--- src/rtl/vfp_config_axi4lite_master.sv ---
// AXI4-Lite initiator for the VFP_v1_0 vfpconfig register slave.
// Accepts one register write or read on a command port, runs the AW/W/B or
// AR/R handshakes and returns data and status on a response port.
// Optional watchdog abort is enabled with `define VFP_CFG_TIMEOUT_EN.
module vfp_config_axi4lite_master #(
    parameter int C_vfpConfig_ADDR_WIDTH = 8,
    parameter int C_vfpConfig_DATA_WIDTH = 32,
    parameter int TIMEOUT_CYCLES         = 1024
) (
    input  logic                                  vfpconfig_aclk,
    input  logic                                  vfpconfig_aresetn,
    input  logic                                  cmd_valid,
    output logic                                  cmd_ready,
    input  logic                                  cmd_write,
    input  logic [C_vfpConfig_ADDR_WIDTH-1:0]     cmd_addr,
    input  logic [C_vfpConfig_DATA_WIDTH-1:0]     cmd_wdata,
    input  logic [C_vfpConfig_DATA_WIDTH/8-1:0]   cmd_wstrb,
    output logic                                  rsp_valid,
    input  logic                                  rsp_ready,
    output logic [C_vfpConfig_DATA_WIDTH-1:0]     rsp_rdata,
    output logic [1:0]                            rsp_resp,
    output logic                                  rsp_timeout,
    output logic [C_vfpConfig_ADDR_WIDTH-1:0]     m_awaddr,
    output logic [2:0]                            m_awprot,
    output logic                                  m_awvalid,
    input  logic                                  m_awready,
    output logic [C_vfpConfig_DATA_WIDTH-1:0]     m_wdata,
    output logic [C_vfpConfig_DATA_WIDTH/8-1:0]   m_wstrb,
    output logic                                  m_wvalid,
    input  logic                                  m_wready,
    input  logic [1:0]                            m_bresp,
    input  logic                                  m_bvalid,
    output logic                                  m_bready,
    output logic [C_vfpConfig_ADDR_WIDTH-1:0]     m_araddr,
    output logic [2:0]                            m_arprot,
    output logic                                  m_arvalid,
    input  logic                                  m_arready,
    input  logic [C_vfpConfig_DATA_WIDTH-1:0]     m_rdata,
    input  logic [1:0]                            m_rresp,
    input  logic                                  m_rvalid,
    output logic                                  m_rready
);

    typedef enum logic [2:0] {S_IDLE, S_WR, S_WB, S_RA, S_RD, S_RSP} state_t;

    state_t                              state, state_nxt;
    logic                                cmd_ready_nxt, rsp_valid_nxt;
    logic                                awvalid_nxt, wvalid_nxt, bready_nxt, arvalid_nxt, rready_nxt;
    logic [C_vfpConfig_DATA_WIDTH-1:0]   rdata_nxt;
    logic [1:0]                          resp_nxt;
    logic                                accept;
    logic                                abort;

    assign accept   = (state == S_IDLE) && cmd_valid && cmd_ready;
    assign m_awprot = 3'b000;
    assign m_arprot = 3'b000;

`ifdef VFP_CFG_TIMEOUT_EN
    localparam int CNT_W = $clog2(TIMEOUT_CYCLES + 1);
    logic [CNT_W-1:0] wd_cnt;
    logic             busy;
    logic             timeout_nxt;

    assign busy  = (state == S_WR) || (state == S_WB) || (state == S_RA) || (state == S_RD);
    assign abort = busy && (wd_cnt == CNT_W'(TIMEOUT_CYCLES - 1));

    // Watchdog counts cycles spent in the current busy state; restarts on every state change
    always_ff @(posedge vfpconfig_aclk or negedge vfpconfig_aresetn) begin
        if (!vfpconfig_aresetn)                wd_cnt <= '0;
        else if (!busy || state_nxt != state)  wd_cnt <= '0;
        else                                   wd_cnt <= wd_cnt + 1'b1;
    end

    // Timeout flag is set by an abort and held through RSP until the port is idle again
    always_comb begin
        timeout_nxt = rsp_timeout;
        if (abort)                        timeout_nxt = 1'b1;
        else if (state_nxt == S_IDLE)     timeout_nxt = 1'b0;
    end

    // Timeout status register
    always_ff @(posedge vfpconfig_aclk or negedge vfpconfig_aresetn) begin
        if (!vfpconfig_aresetn) rsp_timeout <= 1'b0;
        else                    rsp_timeout <= timeout_nxt;
    end
`else
    assign abort       = 1'b0;
    assign rsp_timeout = 1'b0;
`endif

    // Next-state and next registered-output values; every output is a flop so reset forces all to 0
    always_comb begin
        state_nxt   = state;
        awvalid_nxt = m_awvalid;
        wvalid_nxt  = m_wvalid;
        bready_nxt  = m_bready;
        arvalid_nxt = m_arvalid;
        rready_nxt  = m_rready;
        rdata_nxt   = rsp_rdata;
        resp_nxt    = rsp_resp;
        case (state)
            S_IDLE: begin
                if (accept) begin
                    if (cmd_write) begin
                        state_nxt   = S_WR;
                        awvalid_nxt = 1'b1;
                        wvalid_nxt  = 1'b1;
                    end else begin
                        state_nxt   = S_RA;
                        arvalid_nxt = 1'b1;
                    end
                end
            end
            S_WR: begin
                awvalid_nxt = m_awvalid & ~m_awready;
                wvalid_nxt  = m_wvalid & ~m_wready;
                if (!awvalid_nxt && !wvalid_nxt) begin
                    state_nxt  = S_WB;
                    bready_nxt = 1'b1;
                end
            end
            S_WB: begin
                if (m_bvalid) begin
                    bready_nxt = 1'b0;
                    rdata_nxt  = '0;
                    resp_nxt   = m_bresp;
                    state_nxt  = S_RSP;
                end
            end
            S_RA: begin
                if (m_arready) begin
                    arvalid_nxt = 1'b0;
                    rready_nxt  = 1'b1;
                    state_nxt   = S_RD;
                end
            end
            S_RD: begin
                if (m_rvalid) begin
                    rready_nxt = 1'b0;
                    rdata_nxt  = m_rdata;
                    resp_nxt   = m_rresp;
                    state_nxt  = S_RSP;
                end
            end
            S_RSP: begin
                if (rsp_ready) state_nxt = S_IDLE;
            end
            default: state_nxt = S_IDLE;
        endcase
        if (abort) begin
            awvalid_nxt = 1'b0;
            wvalid_nxt  = 1'b0;
            bready_nxt  = 1'b0;
            arvalid_nxt = 1'b0;
            rready_nxt  = 1'b0;
            rdata_nxt   = '0;
            resp_nxt    = 2'b10;
            state_nxt   = S_RSP;
        end
        cmd_ready_nxt = (state_nxt == S_IDLE);
        rsp_valid_nxt = (state_nxt == S_RSP);
    end

    // State and handshake/response registers
    always_ff @(posedge vfpconfig_aclk or negedge vfpconfig_aresetn) begin
        if (!vfpconfig_aresetn) begin
            state     <= S_IDLE;
            cmd_ready <= 1'b0;
            rsp_valid <= 1'b0;
            m_awvalid <= 1'b0;
            m_wvalid  <= 1'b0;
            m_bready  <= 1'b0;
            m_arvalid <= 1'b0;
            m_rready  <= 1'b0;
            rsp_rdata <= '0;
            rsp_resp  <= 2'b00;
        end else begin
            state     <= state_nxt;
            cmd_ready <= cmd_ready_nxt;
            rsp_valid <= rsp_valid_nxt;
            m_awvalid <= awvalid_nxt;
            m_wvalid  <= wvalid_nxt;
            m_bready  <= bready_nxt;
            m_arvalid <= arvalid_nxt;
            m_rready  <= rready_nxt;
            rsp_rdata <= rdata_nxt;
            rsp_resp  <= resp_nxt;
        end
    end

    // Command fields are captured on accept and held until the next command
    always_ff @(posedge vfpconfig_aclk or negedge vfpconfig_aresetn) begin
        if (!vfpconfig_aresetn) begin
            m_awaddr <= '0;
            m_wdata  <= '0;
            m_wstrb  <= '0;
            m_araddr <= '0;
        end else if (accept) begin
            if (cmd_write) begin
                m_awaddr <= cmd_addr;
                m_wdata  <= cmd_wdata;
                m_wstrb  <= cmd_wstrb;
            end else begin
                m_araddr <= cmd_addr;
            end
        end
    end

endmodule

--- config.mk ---
export PLATFORM = sky130hd
export DESIGN_NAME = vfp_config_axi4lite_master
export DESIGN_NICKNAME = d
export VERILOG_FILES = /design/src/rtl/vfp_config_axi4lite_master.sv
export SDC_FILE = /design/constraint.sdc
export NUM_CORES = 1
export LEC_CHECK = 0
export ABC_AREA = 1
export CAP_MARGIN = 5
export CORE_ASPECT_RATIO = 1.2
export CORE_MARGIN = 3
export CORE_UTILIZATION = 33
export DETAILED_ROUTE_END_ITERATION = 8
export GPL_TIMING_DRIVEN = 0
export PLACE_DENSITY = 0.67
export RECOVER_POWER = 25
export SYNTH_ARGS = -nofsm -noshare
export SYNTH_HDL_FRONTEND = slang
export SYNTH_SLANG_ARGS = --single-unit
--- constraint.sdc ---
create_clock -name vfpconfig_aclk -period 1.43 [get_ports vfpconfig_aclk]
set_input_delay 0.286 -clock vfpconfig_aclk [delete_from_list [all_inputs] [get_ports vfpconfig_aclk]]
set_output_delay 0.286 -clock vfpconfig_aclk [all_outputs]
set_load 0.005 [all_outputs]
==> impl_metrics.toml <==
[yosys]
yosysWarnings = 0
synth_simple_gate_area_share_pct = 29.4
ys_types = 22
ys_ff_latch = 96
netlist_instances = 444
synth-xor-area-share_pct = 0
synth_top_family_by_area = "simple AND/OR/NAND/NOR gates"
syn_area_sq_mm = 0.00399
synth_compound_area_share_pct = 3.16
avgSynthCellArea_sq_um = 9.00
yosysSeqAreaShare_pct = 60.2
muxShareOfSynthArea_pct = 0
synthAdderAreaFrac_pct = 0

[worst_setup_path]
rr_endpoint = "m_awaddr[0]"
crit_chain = "buf_6 -> nor2_4 -> nand2_1 -> nor2_2 -> nand2_4 -> buf_4 -> nand2_1 -> o21ai_1"
worst-setup-path-type = "register to register"
slowest_stage = "dfrtp_1"
r2r_start = "state[1]"
cp.required_ns = 1.65
cp_top_family = "simple AND/OR/NAND/NOR gates"
worst-r2r-setup-slack_ns = 0.06
critPathArrivalTime_ns = 1.59
reg2reg_depth = 8
end_kind = "register"
cp_max_fo = 7
cp_slowest_stage_delay_ns = 0.37
cpMostUsedCell = "nand2_1"
crit_buf_inv = 2
critical_path_depth = 8
critPathLaunchType = "register"

[power]
peakVddDrop_uv = 943
p_leak_nw = 3.53
power_density_mw_per_mm2 = 1800

[final_layout]
final_cells = 823
final_common_cell = "nand2_1"
mostFrequentLayoutCells = "177 x nand2_1, 94 x dfrtp_1, 93 x dlygate4sd2_1, 88 x clkdlybuf4s50_1, 67 x nand3_1"
area_growth_pct = 62.4
fin_nets = 751
diodes = 0
fin_area_sq_mm = 0.00649
final_layout_size_suffix_gt1_share_pct = 12.2

[clocking]
numClockSinks = 96
clkLatencyLatePin_ns = 0.34
path_clk_slew_ns = 0.07
cts_buffers = 9
clock-root-buffer = "clkbuf_16"
cts_tree = "built"
cts_max_level = 3
cts_buffer_depth = 2

[grt]
grt_overflow_total = 0
antenna_found_initial = 0
grt_pass1_vias = 3794
grt_max_degree = 52
grt_pass1_wl_microns = 19100
track_usage_pct = 17.6

[sta]
skew_ns = 0.00904
hold_ws_ns = 0.474
rsz0062_at_grt = "yes"
period_share_pct = 96.0
setup_slack_ns = 0.0572
worst_slew_pin_slew_ns = 0.651
fin_crit_ns = 1.37
clock.fmax_mhz = 728
slew_violations = 0
hold_violations = 0
slew_headroom_pct = 56.6
finalSetupViolations = 0

[worst_hold_path]
holdCritPathClass = "primary input to register"
min_path_cells = 3
min_from = "cmd_wstrb[2]"
whs_endpoint = "m_wstrb[2]"

[routing]
vias = 3745
via_per_inst = 4.55
firstDrtPassIters = 4
drtIter0Drc = 119
wire_per_inst_microns = 14.5
wirelength_microns = 11900
drc = 0
ant_nets = 0

[floorplan]
start_util_pct = 34.2
fp-row-count = 43
die_y_microns = 127
die_area_sq_mm = 0.0135
io_pins = 190
fp.dieW_microns = 106
core_area_sq_mm = 0.0117

[placed_design]
dp.cells = 790
place_congestion = 0.790
pre_cts_ws_ns = -0.266
placed_area_sq_mm = 0.00606
post-dp-hpwl_microns = 8760
port_buffers = 182

[status]
status = "finished clean"

[flow_run]
cap_viol_max_count = 0
[stage by stage]
stage	power (mW)	setup TNS (ns)	utilization (%)
2_1_floorplan	6.54	0	-
3_3_place_gp	9.73	-356.61	51.7
3_5_place_dp	9.86	-17.74	51.9
4_1_cts	11.6	-0.0504	54.2
5_1_grt	12.6	-0.498	55.6
6_report	11.7	0	55.6
[state kept, by name (all words and copies together) (netlist names)]
register   flops
m_bready       1
state          3
m_araddr       8
m_wstrb        4
rsp_rdata     32
rsp_resp       2
m_awvalid      1
m_wvalid       1
cmd_ready      1
m_awaddr       8
rsp_valid      1
m_arvalid      1
m_rready       1
m_wdata       32
[how the worst max path moves through the flow]
stage	from	endpoint	slack [ns]
floorplan	state[1]	m_araddr[6]	0.18
global placement	vfpconfig_aresetn	rsp_rdata[26]	-3.56
detailed placement	cmd_valid	m_awaddr[3]	-0.27
CTS	state[1]	rsp_resp[0]	-0.01
global route	state[1]	m_wdata[17]	-0.03
finish	state[1]	m_awaddr[0]	0.06
[kinds of logic after synthesis]
group                  after synthesis
AO/OA/AOI/OAI                       24
flip-flops                          96
other                                1
buffers and inverters               52
AND/OR/NAND/NOR                    271
[power breakdown]
part,switching [mW],internal (mW),leakage [nW]
logic,2.19,2.43,2.16
registers,0.691,3.93,1.23
clock network,1.01,1.41,0.139
[cells in the mapped netlist (all sizes together)]
library cell  count  area share, %
o21a              1           0.19
dfrtp            96             60
conb              1          0.094
nor2             16            2.1
o21ai            18            2.3
nand3b            1           0.19
a21oi             2           0.25
nand3            69            9.1
a31oi             3           0.47
buf              29            5.0
nand2           182             17
nand4             3           0.85
inv              23            2.2
[area by class of cell]
type	count	area, sq um
multi-input cells	302	1360
repair buffers	201	1880
inverters	23	91.3
flip-flops and latches	96	2400
plain buffers	28	248
clock buffers	12	246
well taps	157	196
fillers	1099	5190
clock inverters	4	53.8
[what timing repair did]
action,4_1_cts,5_1_grt
endpoints found under the setup margin,159,89
pin swaps,1,7
gates cloned,0,2
hold endpoints to repair,45,0
hold buffers,1,0
resized for setup,102,28
setup buffers,7,8
[worst reg2reg max path, delay by kind of cell, from the launching register on]
family                 cells  cell delay [ns]
buffers and inverters      2             0.32
and+or+nand+nor            5             0.52
DFF                        1             0.37
AOI/OAI and AO/OA          1             0.06
[metal layers]
metal / vias up / wire length (microns) / track usage (%)
li1: 1827 / - / -
met1: 1729 / 4880 / 21.4
met2: 163 / 5440 / 28.1
met3: 26 / 1280 / 7.53
met4: 0 / 292 / 6.25
met5: - / 0 / 0
No activity file was read; power rests on OpenSTA's default activity.
